### config.mk
export PLATFORM = sky130hd
export DESIGN_NAME = miriscv_lsu
export DESIGN_NICKNAME = d
export VERILOG_FILES = /design/src/rtl/miriscv_lsu.sv
export SDC_FILE = /design/constraint.sdc
export NUM_CORES = 1
export LEC_CHECK = 0
export CAP_MARGIN = 25
export CORE_ASPECT_RATIO = 0.9
export CORE_UTILIZATION = 48
export DETAILED_ROUTE_END_ITERATION = 8
export GPL_ROUTABILITY_DRIVEN = 0
export HOLD_SLACK_MARGIN = 0.06
export PLACE_DENSITY = 0.85
export SLEW_MARGIN = 40
export SYNTH_ARGS = -nofsm -noshare
export SYNTH_HDL_FRONTEND = slang
export SYNTH_SLANG_ARGS = --single-unit
### constraint.sdc
create_clock -name clk_i -period 5.6 [get_ports clk_i]
set_clock_uncertainty 0.1 [all_clocks]
set_input_delay 0.56 -clock clk_i [delete_from_list [all_inputs] [get_ports clk_i]]
set_output_delay 0.56 -clock clk_i [all_outputs]
set_load 0.03 [all_outputs]
### src/rtl/miriscv_lsu.sv
// Load/store unit: runs one data-memory transaction per core request and
// stalls the core until it completes.
//   clk_i, rst_i         clock, synchronous active-high reset
//   lsu_req_i/we_i/size_i/addr_i/data_i   core request (decode/execute)
//   lsu_data_o           extended load result (registered)
//   lsu_stall_req_o      hold pipeline (combinational)
//   lsu_err_o            misaligned/illegal size in IDLE, or timeout in DONE
//   data_req_o/we_o/be_o/addr_o/wdata_o   memory request side (registered)
//   data_gnt_i/rvalid_i/rdata_i           memory handshake and read data
module miriscv_lsu #(
    parameter int unsigned TIMEOUT_CYCLES = 255
) (
    input  logic        clk_i,
    input  logic        rst_i,
    input  logic        lsu_req_i,
    input  logic        lsu_we_i,
    input  logic [2:0]  lsu_size_i,
    input  logic [31:0] lsu_addr_i,
    input  logic [31:0] lsu_data_i,
    output logic [31:0] lsu_data_o,
    output logic        lsu_stall_req_o,
    output logic        lsu_err_o,
    output logic        data_req_o,
    output logic        data_we_o,
    output logic [3:0]  data_be_o,
    output logic [31:0] data_addr_o,
    output logic [31:0] data_wdata_o,
    input  logic        data_gnt_i,
    input  logic        data_rvalid_i,
    input  logic [31:0] data_rdata_i
);

    localparam int unsigned CNT_W = (TIMEOUT_CYCLES > 0) ? $clog2(TIMEOUT_CYCLES + 1) : 1;
    localparam bit          TIMEOUT_EN = (TIMEOUT_CYCLES != 0);

    localparam logic [2:0] LDST_B  = 3'd0;
    localparam logic [2:0] LDST_H  = 3'd1;
    localparam logic [2:0] LDST_W  = 3'd2;
    localparam logic [2:0] LDST_BU = 3'd4;
    localparam logic [2:0] LDST_HU = 3'd5;

    typedef enum logic [1:0] {
        IDLE = 2'd0,
        REQ  = 2'd1,
        RESP = 2'd2,
        DONE = 2'd3
    } state_e;

    state_e             state_q, state_d;
    logic [CNT_W-1:0]   cnt_q;
    logic [2:0]         size_q;
    logic [31:0]        addr_q;
    logic               abort_q;

    logic               legal;
    logic               timeout_hit;
    logic               timeout_abort;
    logic [3:0]         be_d;
    logic [31:0]        wdata_d;
    logic [31:0]        byte_sh;
    logic [31:0]        half_sh;
    logic [31:0]        load_ext;

    // Request legality: supported size and natural alignment
    always_comb begin
        legal = 1'b0;
        case (lsu_size_i)
            LDST_B, LDST_BU: legal = 1'b1;
            LDST_H, LDST_HU: legal = ~lsu_addr_i[0];
            LDST_W:          legal = (lsu_addr_i[1:0] == 2'b00);
            default:         legal = 1'b0;
        endcase
    end

    // Byte enables and lane-replicated store data for the incoming request
    always_comb begin
        be_d    = 4'b1111;
        wdata_d = lsu_data_i;
        case (lsu_size_i[1:0])
            2'd0: begin
                be_d    = 4'b0001 << lsu_addr_i[1:0];
                wdata_d = {4{lsu_data_i[7:0]}};
            end
            2'd1: begin
                be_d    = 4'b0011 << {lsu_addr_i[1], 1'b0};
                wdata_d = {2{lsu_data_i[15:0]}};
            end
            default: begin
                be_d    = 4'b1111;
                wdata_d = lsu_data_i;
            end
        endcase
    end

    // Lane extraction and sign/zero extension of the read word
    assign byte_sh = data_rdata_i >> {addr_q[1:0], 3'b000};
    assign half_sh = data_rdata_i >> {addr_q[1], 4'b0000};

    always_comb begin
        load_ext = data_rdata_i;
        case (size_q)
            LDST_B:  load_ext = {{24{byte_sh[7]}}, byte_sh[7:0]};
            LDST_BU: load_ext = {24'd0, byte_sh[7:0]};
            LDST_H:  load_ext = {{16{half_sh[15]}}, half_sh[15:0]};
            LDST_HU: load_ext = {16'd0, half_sh[15:0]};
            default: load_ext = data_rdata_i;
        endcase
    end

    // Abort only when the limit is hit in a cycle that made no progress
    assign timeout_hit   = TIMEOUT_EN && (cnt_q == CNT_W'(TIMEOUT_CYCLES - 1));
    assign timeout_abort = timeout_hit &&
                           (((state_q == REQ)  && !data_gnt_i) ||
                            ((state_q == RESP) && !data_rvalid_i));

    // State register
    always_ff @(posedge clk_i) begin
        if (rst_i) state_q <= IDLE;
        else       state_q <= state_d;
    end

    // Next-state logic
    always_comb begin
        state_d = state_q;
        case (state_q)
            IDLE: if (lsu_req_i && legal) state_d = REQ;
            REQ:  if (data_gnt_i || timeout_abort) state_d = (data_gnt_i ? RESP : DONE);
            RESP: if (data_rvalid_i || timeout_abort) state_d = DONE;
            DONE: state_d = IDLE;
            default: state_d = IDLE;
        endcase
    end

    // Core-facing handshake outputs
    always_comb begin
        lsu_stall_req_o = 1'b0;
        lsu_err_o       = 1'b0;
        lsu_stall_req_o = lsu_req_i && legal && (state_q != DONE);
        lsu_err_o       = ((state_q == IDLE) && lsu_req_i && !legal) ||
                          ((state_q == DONE) && abort_q);
    end

    assign data_addr_o = {addr_q[31:2], 2'b00};

    // Transaction registers, progress counter and load result
    always_ff @(posedge clk_i) begin
        if (rst_i) begin
            data_req_o   <= 1'b0;
            data_we_o    <= 1'b0;
            data_be_o    <= 4'b0000;
            data_wdata_o <= 32'd0;
            size_q       <= 3'd0;
            addr_q       <= 32'd0;
            cnt_q        <= '0;
            abort_q      <= 1'b0;
            lsu_data_o   <= 32'd0;
        end else begin
            data_req_o <= (state_d == REQ);
            abort_q    <= timeout_abort;

            if ((state_q == IDLE) && (state_d == REQ)) begin
                data_we_o    <= lsu_we_i;
                data_be_o    <= be_d;
                data_wdata_o <= wdata_d;
                size_q       <= lsu_size_i;
                addr_q       <= lsu_addr_i;
            end

            if ((state_d != state_q) || !((state_q == REQ) || (state_q == RESP)))
                cnt_q <= '0;
            else
                cnt_q <= cnt_q + CNT_W'(1);

            if (timeout_abort)
                lsu_data_o <= 32'd0;
            else if ((state_q == RESP) && data_rvalid_i && !data_we_o)
                lsu_data_o <= load_ext;
        end
    end

endmodule

Yosys cells after proc, flatten, opt, wreduce, memory -nomap -nowiden. Cells that the tools add are included.

Bits of input ports: 105. Bits in registers: 116. Output and inout bits: 104. Word-level logic and storage cells: 71.

Multiplexer cells: 9. Shift-type cells: 4. Bitwise operators: 1. Equal/unequal tests: 15. Add/subtract/negate cells: 1. Reduce and logical (&&, ||, !) cells: 31.

Operators with widths (number): case mux 32 bit (4 select lines) (1); case mux 32 bit (2 select lines) (1); right shift 32 x 5 -> 16 bit (1); right shift 32 x 5 -> 8 bit (1); == test 3 bit, second input constant (4); logical AND 1 bit (11); adder 8 x 1 -> 8 bit, second input constant (1); == test 8 bit, second input constant (1); case mux 2 bit (4 select lines) (1); case mux 4 bit (2 select lines) (1); OR reduction 2 bit (4); == test 2 x 1 -> 1 bit, second input constant (3); == test 3 x 1 -> 1 bit, second input constant (2); zero test 2 bit (3); zero test 3 bit (2); logical OR 1 bit (6); 2-to-1 mux 2 bit (3); zero test 1 bit (5); == test 2 bit, second input constant (2); << shifter 1 x 2 -> 4 bit, first input constant (1); << shifter 2 x 2 -> 4 bit, first input constant (1); == test 3 x 2 -> 1 bit, second input constant (1); case mux 1 bit (3 select lines) (1); inequality test 2 bit (1); 3 further kinds (3).

Logic depth before layout (Yosys ltp). Gate-level depths: netlist (run 1).

Depth in word-level cells: 10. Depth in mapped cells: 8. Gate-level depth less buffers: 6.

Worst setup path after synthesis (run 1). No wires, ideal clock.

Kind: input port to output port. Start: input lsu_size_i[0]. End: output lsu_err_o. Arrival time: 1530 ps. Stages on the path: 4. Required time: 4940 ps. Path buffers: 1. Slack: 3410 ps. Cell sequence: buf_2 > nor2_1 > a21oi_1 > a32o_1.

Longest elaborated chain between the ends: 6. Elaborated cells on any way between the ends: 11. Classes of those cells: eq/ne (4); mux (1); reduce/logical (6).

Ends and longest elaborated chain: start: declaration (line 17) `input logic [2:0] lsu_size_i,`; == test 3 x 1 -> 1 bit, or another cell as far along (line 67) `case (lsu_size_i)`; OR reduction 2 bit (line 67); case mux 1 bit (3 select lines) * (line 67); zero test 1 bit * (line 139) `lsu_err_o = ((state_q == IDLE) && lsu_req_i && !legal) ||`; logical AND 1 bit * (line 139); logical OR 1 bit * (line 139); end: declaration (line 22) `output logic lsu_err_o,`.

Mark *: on every way between the ends. The rest lies on a longest branch, timed or not.

Final worst setup path (run 1).
Start: register state_q[1]. End: output lsu_err_o.

Longest elaborated chain between the ends: 4. Elaborated cells on any way between the ends: 6. Classes of those cells: eq/ne (1); reduce/logical (5).

Ends and longest elaborated chain: start: declaration (line 49) `state_e state_q, state_d;`; start signal: assignment (line 119) `else state_q <= state_d;`; zero test 2 bit (line 139); logical AND 1 bit (2 in series) (line 139); logical OR 1 bit * (line 139).

Marked as above.

==> run summary, run 1 <==
Placed cell areas - 7490 um2
Outcome - completed
Synth Warn # - 0
Share of the synthesized area in the top cell type - 41.2%
Worst-margin pin slew - 0.810 ns
Sequential area share after synthesis - 41.2%
Die area - 12200 um2
Seq cells post-synth - 116
Die height - 105 um
Mapped cell area - 5640 um2
Cell variety after synth - 52
Antenna violations before repair - 0
Final Setup Violations - 0
Standard-cell rows - 37
WL final - 17400 um
Commonest non-fill, non-tap cell in the layout - clkdlybuf4s50_1
Die span in x - 116 um
Final #Nets - 923
Proportion of layout cells with a drive suffix above 1 - 8.02%
WL met3 - 1690 um
Clock Sinks - 116
Unrepaired setup endpoints after global routing - no
Max cap viols - 0
Post-synth EDFFs - 0
Fmax - 289 MHz
Worst EP arrival - 2.80 ns
Total clock buffers created by CTS - 17
PwrDens - 371 nW/um2
Hold Path Class - register to register
# Post-CTS Setup Buffers - 0
Top routing layer in use - met4
Vias per cell - 5.87
Hold WS - 0.355 ns
Leakage - 2.75 nW
Clock Latency Late Sink - 0.41 ns
Met1 Wirelength - 6690 um
Total power - 3.01 mW
CP Capture Type - output port
Max Root-Sink Buffers - 2
Core area - 11400 um2
Fin crit share - 61.8%
Antenna Nets Post-Route - 0
Vias in the first global route - 5491
Most common flop cell mapped by yosys - dfxtp_1
Per-cell routed wire length - 17.7 um
WP data required - 4.94 ns
Critical path fanouts, max - 73
I/O Pins - 209
Clock Pin Slew Worst Setup and Hold Paths - 0.05 ns
Post-detail-place hpwl - 11700 um
Total number of vias - 5744
GRT Total Usage - 28.5%
CTS tree - built
Asr flop ratio synth - 0%
Area contributors post-synth - dfxtp_1 41%, a21oi_1 7.4%, o21ai_0 5.6%
First-pass GRT wire length - 27200 um
Crit path kind - register to output port
Leading area contributor after synthesis - dfxtp_1
Final max-slew violation count - 0
# diodes - 0
Max_slew headroom - 45.9%
Initial DRC Count - 558
Post-cts sizing count - 0
Drt first pass iters - 5
DRC Markers - 0
H-tree Lvls - 4
Worst setup SP type - register
Setup TNS - 0 ns
Routed met2 length - 8480 um
Initial core utilization - 49.3%
Layout Area Growth over Synthesis - 44.1%
VDD IR-drop max - 0.000244 V
Avg Cell Area, Syn - 8.42 um2
Most frequent cells in the layout - 203 x clkdlybuf4s50_1, 116 x dfxtp_1, 83 x a21oi_1, 63 x o21ai_0, 53 x nand2_1
Fin crit period - 3.46 ns
Root Driver - clkbuf_16
Design Area, Final - 8130 um2
Mapped Cells - 670
Grt total ovfl - 0
Number of port buffers - 206
Final hold vios - 0
Hold-fix buffer count after cts - 0
Pin count of the biggest net entering global routing - 77
-- final timing paths --
check	slack (ns)	from	cells past startpoint	endpoint
worst max-delay path	2.14	state_q[1]	5	lsu_err_o
worst min-delay path	0.35	lsu_data_o[4]	2	lsu_data_o[4]
worst max register to register	2.45	state_q[1]	8	cnt_q[5]
worst min register to register	0.35	lsu_data_o[4]	2	lsu_data_o[4]
-- metal layers --
| metal | up-vias | global-route usage, % |
|---|---|---|
| li1 | 2680 | - |
| met1 | 2731 | 32.7 |
| met2 | 286 | 46.3 |
| met3 | 47 | 10.7 |
| met4 | 0 | 13.1 |
| met5 | - | 0 |
-- sequential cells by signal, summed over array words and instances, names as in the netlist --
name	flops
state_q	2
cnt_q	8
addr_q	32
data_req_o	1
lsu_data_o	32
abort_q	1
size_q	3
data_we_o	1
data_wdata_o	32
data_be_o	4
-- synth_stat cells, types with 4 or more instances --
| library cell | number |
|---|---|
| a31oi_1 | 4 |
| dfxtp_1 | 116 |
| a211oi_1 | 27 |
| clkbuf_1 | 40 |
| inv_1 | 9 |
| o21ai_0 | 63 |
| nand2_1 | 54 |
| nor4b_1 | 8 |
| a2111oi_0 | 8 |
| mux2i_1 | 17 |
| xnor2_1 | 4 |
| nand2b_1 | 11 |
| buf_2 | 16 |
| mux2_2 | 14 |
| a311oi_1 | 11 |
| o221ai_1 | 6 |
| nor2_1 | 37 |
| buf_4 | 34 |
| nor3b_1 | 9 |
| nand3_1 | 48 |
| ha_1 | 7 |
| o2111ai_1 | 8 |
| a21oi_1 | 83 |
-- final cells by class --
cell class | count | area, um2
flip-flops and latches | 116 | 2320
fillers | 879 | 3310
repair buffers | 213 | 2100
clock buffers | 21 | 470
clock inverters | 10 | 178
inverters | 10 | 37.5
multi-input cells | 453 | 2830
well taps | 156 | 195
-- power by group --
| group | switching [mW] | internal (mW) |
|---|---|---|
| clock network | 0.368 | 0.819 |
| registers | 0.0699 | 0.917 |
| logic | 0.501 | 0.336 |
| total | 0.939 | 2.07 |
-- critical path, stage by stage, from the launching register on --
cell and delay, ns:
dfxtp_1 0.40, inv_1 0.16, ha_2 0.27, buf_4 0.60
a32o_1 0.28, clkdlybuf4s50_1 0.67
-- logic make-up (layout without fill, tap and decap cells) --
group	Yosys count	after routing	synth area share [%]
AO/OA/AOI/OAI	228	228	25.3
AND/OR/NAND/NOR	178	178	15.4
flip-flops	116	116	41.2
buffers and inverters	102	254	9.41
multiplexers	32	32	6.21
adder cells (fa/ha/maj)	7	7	1.55
XOR/XNOR	6	6	0.932
other	1	2	0.0665
-- per-stage QoR --
step                      setup slack (ns)  utilization, %  instances
final                                 2.14            71.1        979
after global routing                  2.00            71.1        979
after CTS                             1.72            71.2        979
after detailed placement              1.76            65.5        948
after global placement                1.75            65.4        948
after floorplan                       3.41               -        671
Power figures use the tool's default switching activity.
==> inputs of run 2 (changes only) <==
- CORE_UTILIZATION: 48 -> 41
- PLACE_DENSITY: 0.85 -> 0.77
- clock period: 5.6 -> 3.15 ns (I/O delays scaled with it)
==> run summary, run 2 (synthesized netlist as in run 1, its figures left out) <==
Outcome - finished, violations left
Violated checks - design-rule violations
PwrDens - 629 nW/um2 (+70%)
CP Capture Type - output port
I/O Pins - 209 (unchanged)
Fin crit period - 2.58 ns
Die span in x - 126 um (+8.1%)
Die height - 113 um (+8.0%)
Layout Area Growth over Synthesis - 44.6%
Final hold vios - 0 (unchanged)
Hold-fix buffer count after cts - 0 (unchanged)
Die area - 14200 um2 (+17%)
WP data required - 2.73 ns (-2.21 ns)
Post-layout util - 61.0% (-10 points)
Largest registers - addr_q (32), data_wdata_o (32), lsu_data_o (32)
Worst EP arrival - 2.17 ns (-0.63 ns)
Standard-cell rows - 40 (+8.1%)
# Post-CTS Setup Buffers - 0 (unchanged)
Non-Filler Instances - 1002 (+2.3%)
Root Driver - clkbuf_16
Hold Path Class - register to register
Grt total ovfl - 0 (unchanged)
Worst-margin pin slew - 0.803 ns (-0.00747 ns)
R2R depth - 6 (-2)
VDD IR-drop max - 0.000422 V (+73%)
Filler instances - 1097 (+25%)
Clock Pin Slew Worst Setup and Hold Paths - 0.05 ns (about the same)
Max cap viols - 0 (unchanged)
Unrepaired setup endpoints after global routing - no
WL final - 17900 um (+3.3%)
Leakage - 2.78 nW (+0.89%)
Commonest non-fill, non-tap cell in the layout - clkdlybuf4s50_1
Max_slew headroom - 46.5% (+0.56 points)
GRT Total Usage - 25.3% (-3.2 points)
Core area - 13400 um2 (+17%)
Setup TNS - 0 ns (unchanged)
Cells after DPL - 972 (+2.5%)
Post-detail-place hpwl - 12000 um (+2.7%)
Setup WS pre-CTS - 0.517 ns (-1.25 ns)
Proportion of layout cells with a drive suffix above 1 - 8.63% (+0.61 points)
Crit path kind - register to output port
Antenna violations before repair - 0 (unchanged)
Fin crit share - 82.0%
Fmax - 387 MHz
Antenna Nets Post-Route - 0 (unchanged)
PnR worst setup slack - 0.566 ns (-1.58 ns)
Clock Sinks - 116 (unchanged)
H-tree Lvls - 4 (unchanged)
Final Setup Violations - 0 (unchanged)
Post-cts sizing count - 0 (unchanged)
Worst setup SP type - register
First-pass GRT wire length - 28600 um (+5.4%)
Initial DRC Count - 308 (-45%)
Most frequent cells in the layout - 204 x clkdlybuf4s50_1, 116 x dfxtp_1, 83 x a21oi_1, 63 x o21ai_0, 54 x nand2_1
Max Root-Sink Buffers - 2 (unchanged)
CTS tree - built
Total clock buffers created by CTS - 17 (unchanged)
Clock Latency Late Sink - 0.41 ns (about the same)
Final #Nets - 935 (+1.3%)
Critical path fanouts, max - 10 (-86%)
Pin count of the biggest net entering global routing - 76 (-1.3%)
Number of port buffers - 206 (unchanged)
Vias per cell - 5.71 (-2.7%)
Initial core utilization - 42.2% (-7.1 points)
Cell depth of the worst min-delay path - 2 (unchanged)
DRC Markers - 14 (+14)
Final max-slew violation count - 0 (unchanged)
Vias in the first global route - 5660 (+3.1%)
Per-cell routed wire length - 17.9 um (+0.92%)
# diodes - 0 (unchanged)
Total number of vias - 5718 (-0.45%)
Drt first pass iters - 8 (+3)
-- run 2: cell count changes in the layout (fill, tap and decap cells not counted), sizes merged --
cell / change
bufinv: -4
clkinv: -1
clkbuf: +5
buf: +11
clkdlybuf4s50: +1
clkinvlp: -1
-- run 2: metal layers --
layer / up-vias / part of all wire, % / global-route usage, %
met5: - / 0 / 0
met4: 0 / 2.2 / 10.1
met3: 31 / 11 / 10.2
met2: 277 / 47 / 41.6
met1: 2703 / 40 / 29.4
li1: 2707 / - / -
-- run 2: cell type report --
type | instances | area (um2) | share of cell area [%]
Tap cell | 168 | 210 | 2.58
Clock buffer | 26 | 519 | 6.37
Multi-Input combinational cell | 453 | 2810 | 34.5
Inverter | 10 | 37.5 | 0.460
Timing Repair Buffer | 225 | 2210 | 27.1
Sequential cell | 116 | 2320 | 28.5
Clock inverter | 4 | 45.0 | 0.552
-- run 2: stage by stage --
stage          power, mW  hold WS [ns]  instance area, um2
3_5_place_dp        3.30         0.349                7590
6_report            5.13         0.356                8160
4_1_cts             5.15         0.353                8160
2_1_floorplan       2.73         0.351                5640
3_3_place_gp        3.26         0.346                7590
5_1_grt             5.35         0.364                8160
-- run 2: final timing paths --
check           startpoint  slack (ns)       endpoint
max             state_q[1]        0.57      lsu_err_o
min          lsu_data_o[3]        0.36  lsu_data_o[3]
max reg2reg     state_q[1]        0.65       cnt_q[4]
min reg2reg  lsu_data_o[3]        0.36  lsu_data_o[3]
-- run 2: where the power goes --
part / internal [mW] / switching (mW) / total [mW]
sequential: 1.63 / 0.103 / 1.73
combinational: 0.626 / 0.935 / 1.56
clock: 1.20 / 0.638 / 1.83
-- run 2: critical path: stages (launching register included) --
cell and delay, ns:
dfxtp_1 0.52, inv_1 0.16, ha_2 0.23, a32o_1 0.25
clkdlybuf4s50_1 0.60
